File: config.mk
export PLATFORM = sky130hd
export DESIGN_NAME = vc_output_scheduler_flat
export DESIGN_NICKNAME = d
export VERILOG_FILES = /design/src/rtl/vc_output_scheduler_pkg.sv /design/src/rtl/vc_output_scheduler_if.sv /design/src/rtl/vc_output_scheduler_wrr_ctrl.sv /design/src/rtl/vc_output_scheduler.sv /design/src/flat_wrapper.sv
export SDC_FILE = /design/constraint.sdc
export NUM_CORES = 1
export LEC_CHECK = 0
export CORE_UTILIZATION = 38
export DETAILED_ROUTE_END_ITERATION = 8
export PLACE_DENSITY = 0.73
export SYNTH_ARGS = -nofsm -noshare
export SYNTH_HDL_FRONTEND = slang
export SYNTH_SLANG_ARGS = --single-unit
File: constraint.sdc
create_clock -name clk -period 1.64 [get_ports clk]
set_input_delay 0.328 -clock clk [delete_from_list [all_inputs] [get_ports clk]]
set_output_delay 0.328 -clock clk [all_outputs]
set_load 0.02 [all_outputs]
File: src/rtl/vc_output_scheduler_pkg.sv
// vc_output_scheduler_pkg
// Shared definitions for the VC output scheduler slice:
//   - VC0 / VC1 identifiers used to index per-VC vectors
//   - default destination-select bit position
//   - owner_t enum describing which VC currently holds the round
//   - cnt_width(): credit counter width derived from the two weights
package vc_output_scheduler_pkg;

    localparam logic VC0 = 1'b0;
    localparam logic VC1 = 1'b1;

    localparam int DEFAULT_DEST_BIT = 4;

    typedef enum logic {
        OWN_VC0 = 1'b0,
        OWN_VC1 = 1'b1
    } owner_t;

    // The counter must be able to hold the largest weight itself, because
    // the "credit used up" test compares the incremented count against W.
    function automatic int cnt_width(input int w0, input int w1);
        int w_max;
        int w_bits;
        w_max  = (w0 > w1) ? w0 : w1;
        w_bits = $clog2(w_max + 1);
        return (w_bits < 1) ? 1 : w_bits;
    endfunction

endpackage

File: src/rtl/vc_output_scheduler_if.sv
// vc_output_scheduler_if
// Bundles the FIFO-facing signals of the scheduler.
//   master : scheduler side (reads FIFO status/heads, drives pops/pushes)
//   slave  : FIFO / environment side
// Signals:
//   fifo_empty_vc0/1, data_vc0/1 : VC FIFO status and first-word-fall-through heads
//   fifo_pause_d0/1              : destination almost-full indications
//   pop_vc0/1                    : combinational pops
//   push_d0/1, data_out          : registered pushes and the pushed word
//   last_vc, idle                : registered status
interface vc_output_scheduler_if #(
    parameter int BW = 6
);
    logic          fifo_empty_vc0;
    logic          fifo_empty_vc1;
    logic [BW-1:0] data_vc0;
    logic [BW-1:0] data_vc1;
    logic          fifo_pause_d0;
    logic          fifo_pause_d1;
    logic          pop_vc0;
    logic          pop_vc1;
    logic          push_d0;
    logic          push_d1;
    logic [BW-1:0] data_out;
    logic          last_vc;
    logic          idle;

    modport master (
        input  fifo_empty_vc0, fifo_empty_vc1,
        input  data_vc0, data_vc1,
        input  fifo_pause_d0, fifo_pause_d1,
        output pop_vc0, pop_vc1,
        output push_d0, push_d1,
        output data_out, last_vc, idle
    );

    modport slave (
        output fifo_empty_vc0, fifo_empty_vc1,
        output data_vc0, data_vc1,
        output fifo_pause_d0, fifo_pause_d1,
        input  pop_vc0, pop_vc1,
        input  push_d0, push_d1,
        input  data_out, last_vc, idle
    );

endinterface

File: src/rtl/vc_output_scheduler_wrr_ctrl.sv
// vc_wrr_ctrl
// Weighted round-robin grant controller for two virtual channels.
// The owner VC may take up to W_owner consecutive grants; when the owner is
// not eligible the other VC is served immediately and takes over the round
// (the previous owner's remaining credit is lost).
// Ports:
//   clk, reset_L          : clock, synchronous active-low reset
//   elig_vc0, elig_vc1    : VC has a routable head word this cycle
//   grant_vc0, grant_vc1  : one-hot-or-zero grant, combinational
module vc_wrr_ctrl
    import vc_output_scheduler_pkg::*;
#(
    parameter int W0 = 3,
    parameter int W1 = 1
) (
    input  logic clk,
    input  logic reset_L,
    input  logic elig_vc0,
    input  logic elig_vc1,
    output logic grant_vc0,
    output logic grant_vc1
);

    localparam int CW = cnt_width(W0, W1);
    localparam logic [CW-1:0] W0_C  = CW'(W0);
    localparam logic [CW-1:0] W1_C  = CW'(W1);
    localparam logic [CW-1:0] ONE_C = CW'(1);

    owner_t        owner_reg, owner_next;
    logic [CW-1:0] cnt_reg, cnt_next;

    logic          owner_is_vc1;
    logic          own_elig;
    logic          oth_elig;
    logic [CW-1:0] own_w;
    logic [CW-1:0] oth_w;
    logic [CW-1:0] cnt_inc;
    owner_t        owner_flip;

    assign owner_is_vc1 = (owner_reg == OWN_VC1);
    assign own_elig     = owner_is_vc1 ? elig_vc1 : elig_vc0;
    assign oth_elig     = owner_is_vc1 ? elig_vc0 : elig_vc1;
    assign own_w        = owner_is_vc1 ? W1_C : W0_C;
    assign oth_w        = owner_is_vc1 ? W0_C : W1_C;
    assign cnt_inc      = cnt_reg + ONE_C;
    assign owner_flip   = owner_is_vc1 ? OWN_VC0 : OWN_VC1;

    always_ff @(posedge clk) begin
        if (!reset_L) begin
            owner_reg <= OWN_VC0;
            cnt_reg   <= '0;
        end else begin
            owner_reg <= owner_next;
            cnt_reg   <= cnt_next;
        end
    end

    always_comb begin
        grant_vc0  = 1'b0;
        grant_vc1  = 1'b0;
        owner_next = owner_reg;
        cnt_next   = cnt_reg;

        if (own_elig) begin
            grant_vc0 = !owner_is_vc1;
            grant_vc1 = owner_is_vc1;
            if (cnt_inc == own_w) begin
                owner_next = owner_flip;
                cnt_next   = '0;
            end else begin
                cnt_next   = cnt_inc;
            end
        end else if (oth_elig) begin
            grant_vc0 = owner_is_vc1;
            grant_vc1 = !owner_is_vc1;
            // Taking over with a weight of 1 uses the whole round at once,
            // so ownership bounces straight back to the current owner.
            if (oth_w == ONE_C) begin
                owner_next = owner_reg;
                cnt_next   = '0;
            end else begin
                owner_next = owner_flip;
                cnt_next   = ONE_C;
            end
        end
    end

endmodule

File: src/rtl/vc_output_scheduler.sv
// vc_output_scheduler
// Moves words from two VC FIFOs into two destination FIFOs. Each cycle at
// most one VC with a routable head (its destination not paused) is popped
// under weighted round-robin; the popped word is pushed one cycle later to
// the destination chosen by bit DEST_BIT of the word.
// Ports:
//   clk      : clock
//   reset_L  : synchronous active-low reset
//   bus      : vc_output_scheduler_if.master (FIFO status, pops, pushes, status)
module vc_output_scheduler
    import vc_output_scheduler_pkg::*;
#(
    parameter int BW       = 6,
    parameter int DEST_BIT = DEFAULT_DEST_BIT,
    parameter int W0       = 3,
    parameter int W1       = 1
) (
    input  logic                   clk,
    input  logic                   reset_L,
    vc_output_scheduler_if.master  bus
);

    logic [1:0]    empty_vec;
    logic [1:0]    pause_vec;
    logic [BW-1:0] head [2];
    logic [1:0]    elig;
    logic [1:0]    grant;

    logic [BW-1:0] granted_word;
    logic          granted_dest;

    logic [BW-1:0] data_out_reg;
    logic          push_d0_reg;
    logic          push_d1_reg;
    logic          last_vc_reg;
    logic          idle_reg;

    assign empty_vec = {bus.fifo_empty_vc1, bus.fifo_empty_vc0};
    assign pause_vec = {bus.fifo_pause_d1, bus.fifo_pause_d0};
    assign head[0]   = bus.data_vc0;
    assign head[1]   = bus.data_vc1;

    // A VC is eligible only if the destination its own head targets is
    // open; a paused destination never blocks a VC heading elsewhere.
    generate
        for (genvar gi = 0; gi < 2; gi++) begin : g_elig
            assign elig[gi] = !empty_vec[gi]
                           && !pause_vec[head[gi][DEST_BIT]]
                           && reset_L;
        end
    endgenerate

    vc_wrr_ctrl #(
        .W0 (W0),
        .W1 (W1)
    ) u_wrr_ctrl (
        .clk       (clk),
        .reset_L   (reset_L),
        .elig_vc0  (elig[VC0]),
        .elig_vc1  (elig[VC1]),
        .grant_vc0 (grant[VC0]),
        .grant_vc1 (grant[VC1])
    );

    assign bus.pop_vc0 = grant[VC0];
    assign bus.pop_vc1 = grant[VC1];

    assign granted_word = grant[VC1] ? head[1] : head[0];
    assign granted_dest = granted_word[DEST_BIT];

    always_ff @(posedge clk) begin
        if (!reset_L) begin
            data_out_reg <= '0;
            push_d0_reg  <= 1'b0;
            push_d1_reg  <= 1'b0;
            last_vc_reg  <= VC0;
            idle_reg     <= 1'b1;
        end else if (|grant) begin
            data_out_reg <= granted_word;
            push_d0_reg  <= !granted_dest;
            push_d1_reg  <= granted_dest;
            last_vc_reg  <= grant[VC1];
            idle_reg     <= 1'b0;
        end else begin
            push_d0_reg  <= 1'b0;
            push_d1_reg  <= 1'b0;
            idle_reg     <= 1'b1;
        end
    end

    // The in-flight word is dropped when reset arrives right behind its pop:
    // the push is masked for the whole reset cycle, not only after the edge.
    assign bus.push_d0  = push_d0_reg && reset_L;
    assign bus.push_d1  = push_d1_reg && reset_L;
    assign bus.data_out = data_out_reg;
    assign bus.last_vc  = last_vc_reg;
    assign bus.idle     = idle_reg;

endmodule

File: src/flat_wrapper.sv
// flat-port wrapper written by rule: the top's interface ports become plain ports
module vc_output_scheduler_flat import vc_output_scheduler_pkg::*;
#(
    parameter int BW       = 6,
    parameter int DEST_BIT = DEFAULT_DEST_BIT,
    parameter int W0       = 3,
    parameter int W1       = 1
)
  (clk, reset_L, bus_fifo_empty_vc0, bus_fifo_empty_vc1, bus_data_vc0, bus_data_vc1, bus_fifo_pause_d0, bus_fifo_pause_d1, bus_pop_vc0, bus_pop_vc1, bus_push_d0, bus_push_d1, bus_data_out, bus_last_vc, bus_idle);
  vc_output_scheduler_if #(.BW(BW)) bus_i ();
  input  logic clk;
  input  logic reset_L;
  input wire logic [$bits(bus_i.fifo_empty_vc0)-1:0] bus_fifo_empty_vc0;
  input wire logic [$bits(bus_i.fifo_empty_vc1)-1:0] bus_fifo_empty_vc1;
  input wire logic [$bits(bus_i.data_vc0)-1:0] bus_data_vc0;
  input wire logic [$bits(bus_i.data_vc1)-1:0] bus_data_vc1;
  input wire logic [$bits(bus_i.fifo_pause_d0)-1:0] bus_fifo_pause_d0;
  input wire logic [$bits(bus_i.fifo_pause_d1)-1:0] bus_fifo_pause_d1;
  output wire logic [$bits(bus_i.pop_vc0)-1:0] bus_pop_vc0;
  output wire logic [$bits(bus_i.pop_vc1)-1:0] bus_pop_vc1;
  output wire logic [$bits(bus_i.push_d0)-1:0] bus_push_d0;
  output wire logic [$bits(bus_i.push_d1)-1:0] bus_push_d1;
  output wire logic [$bits(bus_i.data_out)-1:0] bus_data_out;
  output wire logic [$bits(bus_i.last_vc)-1:0] bus_last_vc;
  output wire logic [$bits(bus_i.idle)-1:0] bus_idle;
  assign bus_i.fifo_empty_vc0 = bus_fifo_empty_vc0;
  assign bus_i.fifo_empty_vc1 = bus_fifo_empty_vc1;
  assign bus_i.data_vc0 = bus_data_vc0;
  assign bus_i.data_vc1 = bus_data_vc1;
  assign bus_i.fifo_pause_d0 = bus_fifo_pause_d0;
  assign bus_i.fifo_pause_d1 = bus_fifo_pause_d1;
  assign bus_pop_vc0 = bus_i.pop_vc0;
  assign bus_pop_vc1 = bus_i.pop_vc1;
  assign bus_push_d0 = bus_i.push_d0;
  assign bus_push_d1 = bus_i.push_d1;
  assign bus_data_out = bus_i.data_out;
  assign bus_last_vc = bus_i.last_vc;
  assign bus_idle = bus_i.idle;
  vc_output_scheduler #(.BW(BW), .DEST_BIT(DEST_BIT), .W0(W0), .W1(W1)) u_core (.clk(clk), .reset_L(reset_L), .bus(bus_i));
endmodule
== Word-level counts from Yosys, hierarchy flattened ==
Cells that the tools add are included.
Storage, ports and cells
  bits in registers: 13
  input bits: 18
  output and inout port bits: 12
  word-level logic and storage cells: 53
Operators by class
  $add $sub $neg: 1
  $lt $le $gt $ge: 2
  eq/ne operators: 4
  muxes and demuxes: 23
  reductions and logical operators: 16
Operator list (number)
  $mux W1: 17
  $mux W2: 5
  $logic_and A1 B1 Y1: 6
  $logic_not A1 Y1: 6
  $mux W6: 1
  $lt A1 B2 Y1 const B: 2
  $reduce_and A3 Y1: 1
  $add A2 B1 Y2 const B: 1
  $eq A2 B1 Y1 const B: 1
  $eq A2 B2 Y1: 1
  $ne A2 B1 Y1 const B: 1
  $ne A2 B2 Y1 const B: 1
  $reduce_and A2 Y1: 1
  $reduce_bool A2 Y1: 1
  $reduce_or A2 Y1: 1

== Depth between registers and ports, before layout ==
  word-level depth: 10
  mapped depth: 6
  depth with buffers taken out: 4

== Modules after synthesis ==
Synthesis repeated with hierarchy kept, for this count alone.
Unflattened totals
  cell total of the unflattened synthesis: 69
  area, all modules: 668.1 sq um
By module, submodules not included
  vc_output_scheduler: instances 1, cells each 46, area each 469.2 sq um, seq. area each 200.2 sq um
  vc_wrr_ctrl: instances 1, cells each 23, area each 198.9 sq um, seq. area each 60.1 sq um

== Worst setup path before layout ==
Ideal clock, no wire load.
  kind: input -> register
  start point: input bus_data_vc0[4]
  end point: register u_core.data_out_reg[0] (netlist: u_core.bus.data_out[0])
  library setup time: 0.122 ns
  arrival: 1.404 ns
  required time: 1.518 ns
  path slack: 0.115 ns
  stages: 5
  buffers on the path: 1
  path through: mux2i_1 -> nand2_2 -> o21a_1 -> buf_6 -> a221o_1
Between the ends
  cells in the longest elaborated chain, start to end: 9
  elaborated cells on any way between the ends: 13
  those cells by class: mux (9); reduce/logical (4)
Ends and longest elaborated chain
  from (decl): line flat_wrapper.sv:15  | input wire logic [$bits(bus_i.data_vc0)-1:0] bus_data_vc0;
  $mux W1 (implied by the code) * (2 in a row): line vc_output_scheduler.sv:48  | && !pause_vec[head[gi][DEST_BIT]]
  $logic_not A1 Y1 *: line vc_output_scheduler.sv:48
  $logic_and A1 B1 Y1 *: line vc_output_scheduler.sv:48
  $logic_and A1 B1 Y1 *: line vc_output_scheduler.sv:49  | && reset_L;
  $mux W1: line vc_output_scheduler_wrr_ctrl.sv:42  | assign oth_elig = owner_is_vc1 ? elig_vc0 : elig_vc1;
  $mux W1: line vc_output_scheduler_wrr_ctrl.sv:73  | end else if (oth_elig) begin
  $mux W1 *: line vc_output_scheduler_wrr_ctrl.sv:64  | if (own_elig) begin
  net bus_pop_vc1: line flat_wrapper.sv:20  | output wire logic [$bits(bus_i.pop_vc1)-1:0] bus_pop_vc1;
  $mux W6 / $reduce_or A2 Y1 (equally long branches): line vc_output_scheduler.sv:68, vc_output_scheduler.sv:78
  to (signal assigned): line vc_output_scheduler.sv:79  | data_out_reg <= granted_word;
  to (decl): line vc_output_scheduler.sv:32  | logic [BW-1:0] data_out_reg;
Mark *: on every way through the listed nets, which the timed path passes. The rest lies on a longest branch. The select of a mux whose other input is x is not followed.
A chain may end at the register's enable or synchronous reset.

== Worst setup path after layout ==
  start point: input bus_fifo_pause_d1
  end point: output bus_pop_vc1
Between the ends
  cells in the longest elaborated chain, start to end: 8
  elaborated cells on any way between the ends: 14
  those cells by class: mux (8); reduce/logical (6)
Ends and longest elaborated chain
  from (decl): line flat_wrapper.sv:18  | input wire logic [$bits(bus_i.fifo_pause_d1)-1:0] bus_fifo_pause_d1;
  $mux W1 (implied by the code) (2 in a row): line vc_output_scheduler.sv:48
  $logic_not A1 Y1: line vc_output_scheduler.sv:48
  $logic_and A1 B1 Y1: line vc_output_scheduler.sv:48
  $logic_and A1 B1 Y1: line vc_output_scheduler.sv:49
  $mux W1: line vc_output_scheduler_wrr_ctrl.sv:42
  $mux W1: line vc_output_scheduler_wrr_ctrl.sv:73
  $mux W1 *: line vc_output_scheduler_wrr_ctrl.sv:64
  to (decl): line flat_wrapper.sv:20
Every way passes the cells marked *; elsewhere a longest branch is shown, timed or not. The select of a mux whose other input is x is not followed.

==> results.json <==
{
  "area_growth_pct": 74.75,
  "ys_ff_latch": 13,
  "maxCapViolations": 0,
  "placed_cell_area_um2": 1016,
  "grt_max_degree": 10,
  "clk_pin_slew_ns": 0.08,
  "grtUsageMet1_pct": 26.84,
  "timing.hold.ws_ns": 0.4423,
  "p_leak_nw": 0.5025,
  "worst_r2r_endpoint": "u_core.bus.data_out[3]",
  "cp.arrival_ns": 1.27,
  "worst_setup_path_end_kind": "output pin",
  "start_kind": "primary input",
  "drcViolationCount": 0,
  "drive_gt1_share_pct": 33.33,
  "ff2ff_path_depth": 4,
  "p_total_w": 0.0007733,
  "largest_register_ffs": 6,
  "vias": 675,
  "io_pins": 30,
  "via_per_inst": 5.315,
  "gp_congestion": 0.7698,
  "vdd.ir_drop.worst_mv": 0.5087,
  "synth.distinct_cells": 29,
  "min_path_type": "primary input to flop",
  "grt_pass1_vias": 704,
  "antenna_found_initial": 0,
  "avgSynthCellArea_um2": 10.07,
  "pre_cts_slack_ns": -0.7686,
  "synth_top_area_share_pct": 41.68,
  "finalCriticalPeriod_ns": 1.599,
  "ys_seq_area_share_pct": 41.68,
  "use_met3_pct": 3.017,
  "nets": 130,
  "slew_headroom_pct": 78.25,
  "hp-start": "bus_data_vc0[4]",
  "cellPowerDensity_nw_per_um2": 708.7,
  "wl_mm": 1.881,
  "grt_usage_pct": 22.63,
  "multi_input_area_um2": 352.8,
  "skew_ns": 0.001195,
  "synthTopCellsByArea": "dfxtp_1 42%, a221o_1 9.6%, and3_1 8.0%",
  "diodes": 0,
  "worstPathMaxFanout": 3,
  "start_util_pct": 40.97,
  "hold_violations": 0,
  "period_share_pct": 97.52,
  "synth_ff_type": "dfxtp_1",
  "clock_sinks": 13,
  "seq_area_um2": 260.3,
  "die_h_um": 42.54,
  "hold_end": "u_core.push_d1_reg",
  "die_w_um": 42.54,
  "cts_tree": "done",
  "holdPathStages": 3,
  "htree_levels": 1,
  "outcome": "completed",
  "reg2reg_setup_slack_ns": 0.31,
  "yosysTopAreaCell": "dfxtp_1",
  "reg2reg_from": "u_core.u_wrr_ctrl.owner_is_vc1",
  "io_buffers": 29,
  "design.die.area_um2": 1809,
  "ant_nets": 0,
  "dp_hpwl_mm": 1.256,
  "drtPass1Iterations": 4,
  "synth-edff-count": 0,
  "fill_cells": 125,
  "setup_viol": 0,
  "layout_setup_ws_ns": 0.04073,
  "synth_most_common_cell": "dfxtp_1",
  "synth_cells": 62,
  "clkLatencyLatePin_ns": 0.26,
  "critPathRequiredTime_ns": 1.31,
  "ys_top_cells_by_count": "13 x dfxtp_1, 8 x and3_1, 6 x a221o_1, 3 x inv_1, 3 x mux2i_1",
  "crit_type": "primary input to output pin",
  "syn_area_um2": 624.3,
  "cts_root_buf": "clkbuf_4",
  "grt_pass1_wl_mm": 3.105,
  "core_area_um2": 1524,
  "grt_overflow_total": 0,
  "yosysWarnings": 0,
  "synthArstFlopShare_pct": 0,
  "worstMarginPinSlew_ns": 0.3262,
  "std_cell_rows": 14,
  "numCtsBuffers": 3,
  "finish.instance_area_um2": 1091,
  "use_met2_pct": 36.00,
  "wire_per_inst_um": 14.81,
  "grt_most_used_layer": "met2",
  "final_max_slew_viol_count": 0,
  "first_iter_violations": 20,
  "synth_nets": 80,
  "cts_buffer_depth": 2,
  "max_freq_mhz": 625.3
}
-- worst max path at each step --
| stage | start | to | depth (start not counted) |
|---|---|---|---|
| 5_1_grt | bus_fifo_pause_d1 | bus_pop_vc1 | 5 |
| 3_3_place_gp | bus_data_vc1[4] | bus_pop_vc1 | 5 |
| 2_1_floorplan | bus_data_vc0[4] | u_core.bus.data_out[0] | 5 |
| 3_5_place_dp | bus_data_vc1[4] | bus_pop_vc1 | 5 |
| 4_1_cts | bus_data_vc0[4] | bus_pop_vc1 | 5 |
| 6_report | bus_fifo_pause_d1 | bus_pop_vc1 | 5 |
-- cells in the final DEF (no fill, tap or decap), drive strengths merged --
cell / n
a211o: 1
a21boi: 2
a21oi: 2
a221o: 6
a22o: 2
a32oi: 2
and2: 2
and3: 8
buf: 22
clkbuf: 7
clkdlybuf4s15: 3
clkdlybuf4s50: 18
dfxtp: 13
dlygate4sd2: 3
inv: 3
mux2i: 3
nand2: 3
nand2b: 1
nand4: 1
nor2: 1
nor2b: 1
nor4: 1
o21a: 1
o21ai: 1
o2bb2ai: 2
or2: 1
xor2: 1
-- routing by layer --
metal	share of wire, %	up-vias
met5	0	-
met4	5.3	0
met3	4.6	9
met2	46	28
met1	44	306
li1	-	332
-- final cells by class --
| cell class | instances | area share [%] |
|---|---|---|
| clock buffers | 4 | 2.408 |
| multi-input cells | 42 | 32.34 |
| flip-flops and latches | 13 | 23.85 |
| inverters | 3 | 1.032 |
| repair buffers | 49 | 38.53 |
| well taps | 16 | 1.835 |
-- repair_timing --
action | 4_1_cts | 5_1_grt
hold buffers | 0 | 0
endpoints found under the setup margin | 15 | 10
gates resized for setup | 27 | 8
pin swaps | 5 | 3
setup buffers | 3 | 2
-- metrics by stage --
step                utilization [%]  instances  setup TNS (ns)
floorplan                         -         62               0
global placement              66.67        118          -6.161
detailed placement            66.67        118          -6.444
CTS                           70.85        125               0
global route                  71.59        127        -0.02926
finish                        71.59        127               0
-- kinds of logic after synthesis --
group	count (synthesis)	share of synthesized area, %
simple gates	19	17.84
flops	13	41.68
buf+inv	7	6.812
compound gates	19	27.46
xor+xnor	1	1.403
mux	3	4.810
-- report_power, final --
group	switching (W)	total (W)	internal [W]
clock network	0.0000974	0.000191	0.0000939
registers	0.0000135	0.000352	0.000339
logic	0.0000972	0.000230	0.000133
-- worst max-delay path, stage by stage --
cell and delay [ns]:
clkdlybuf4s15_1 0.22, mux2i_2 0.20, and3_4 0.23, o21a_1 0.16, buf_6 0.13
No activity file was read; power rests on OpenSTA's default activity.
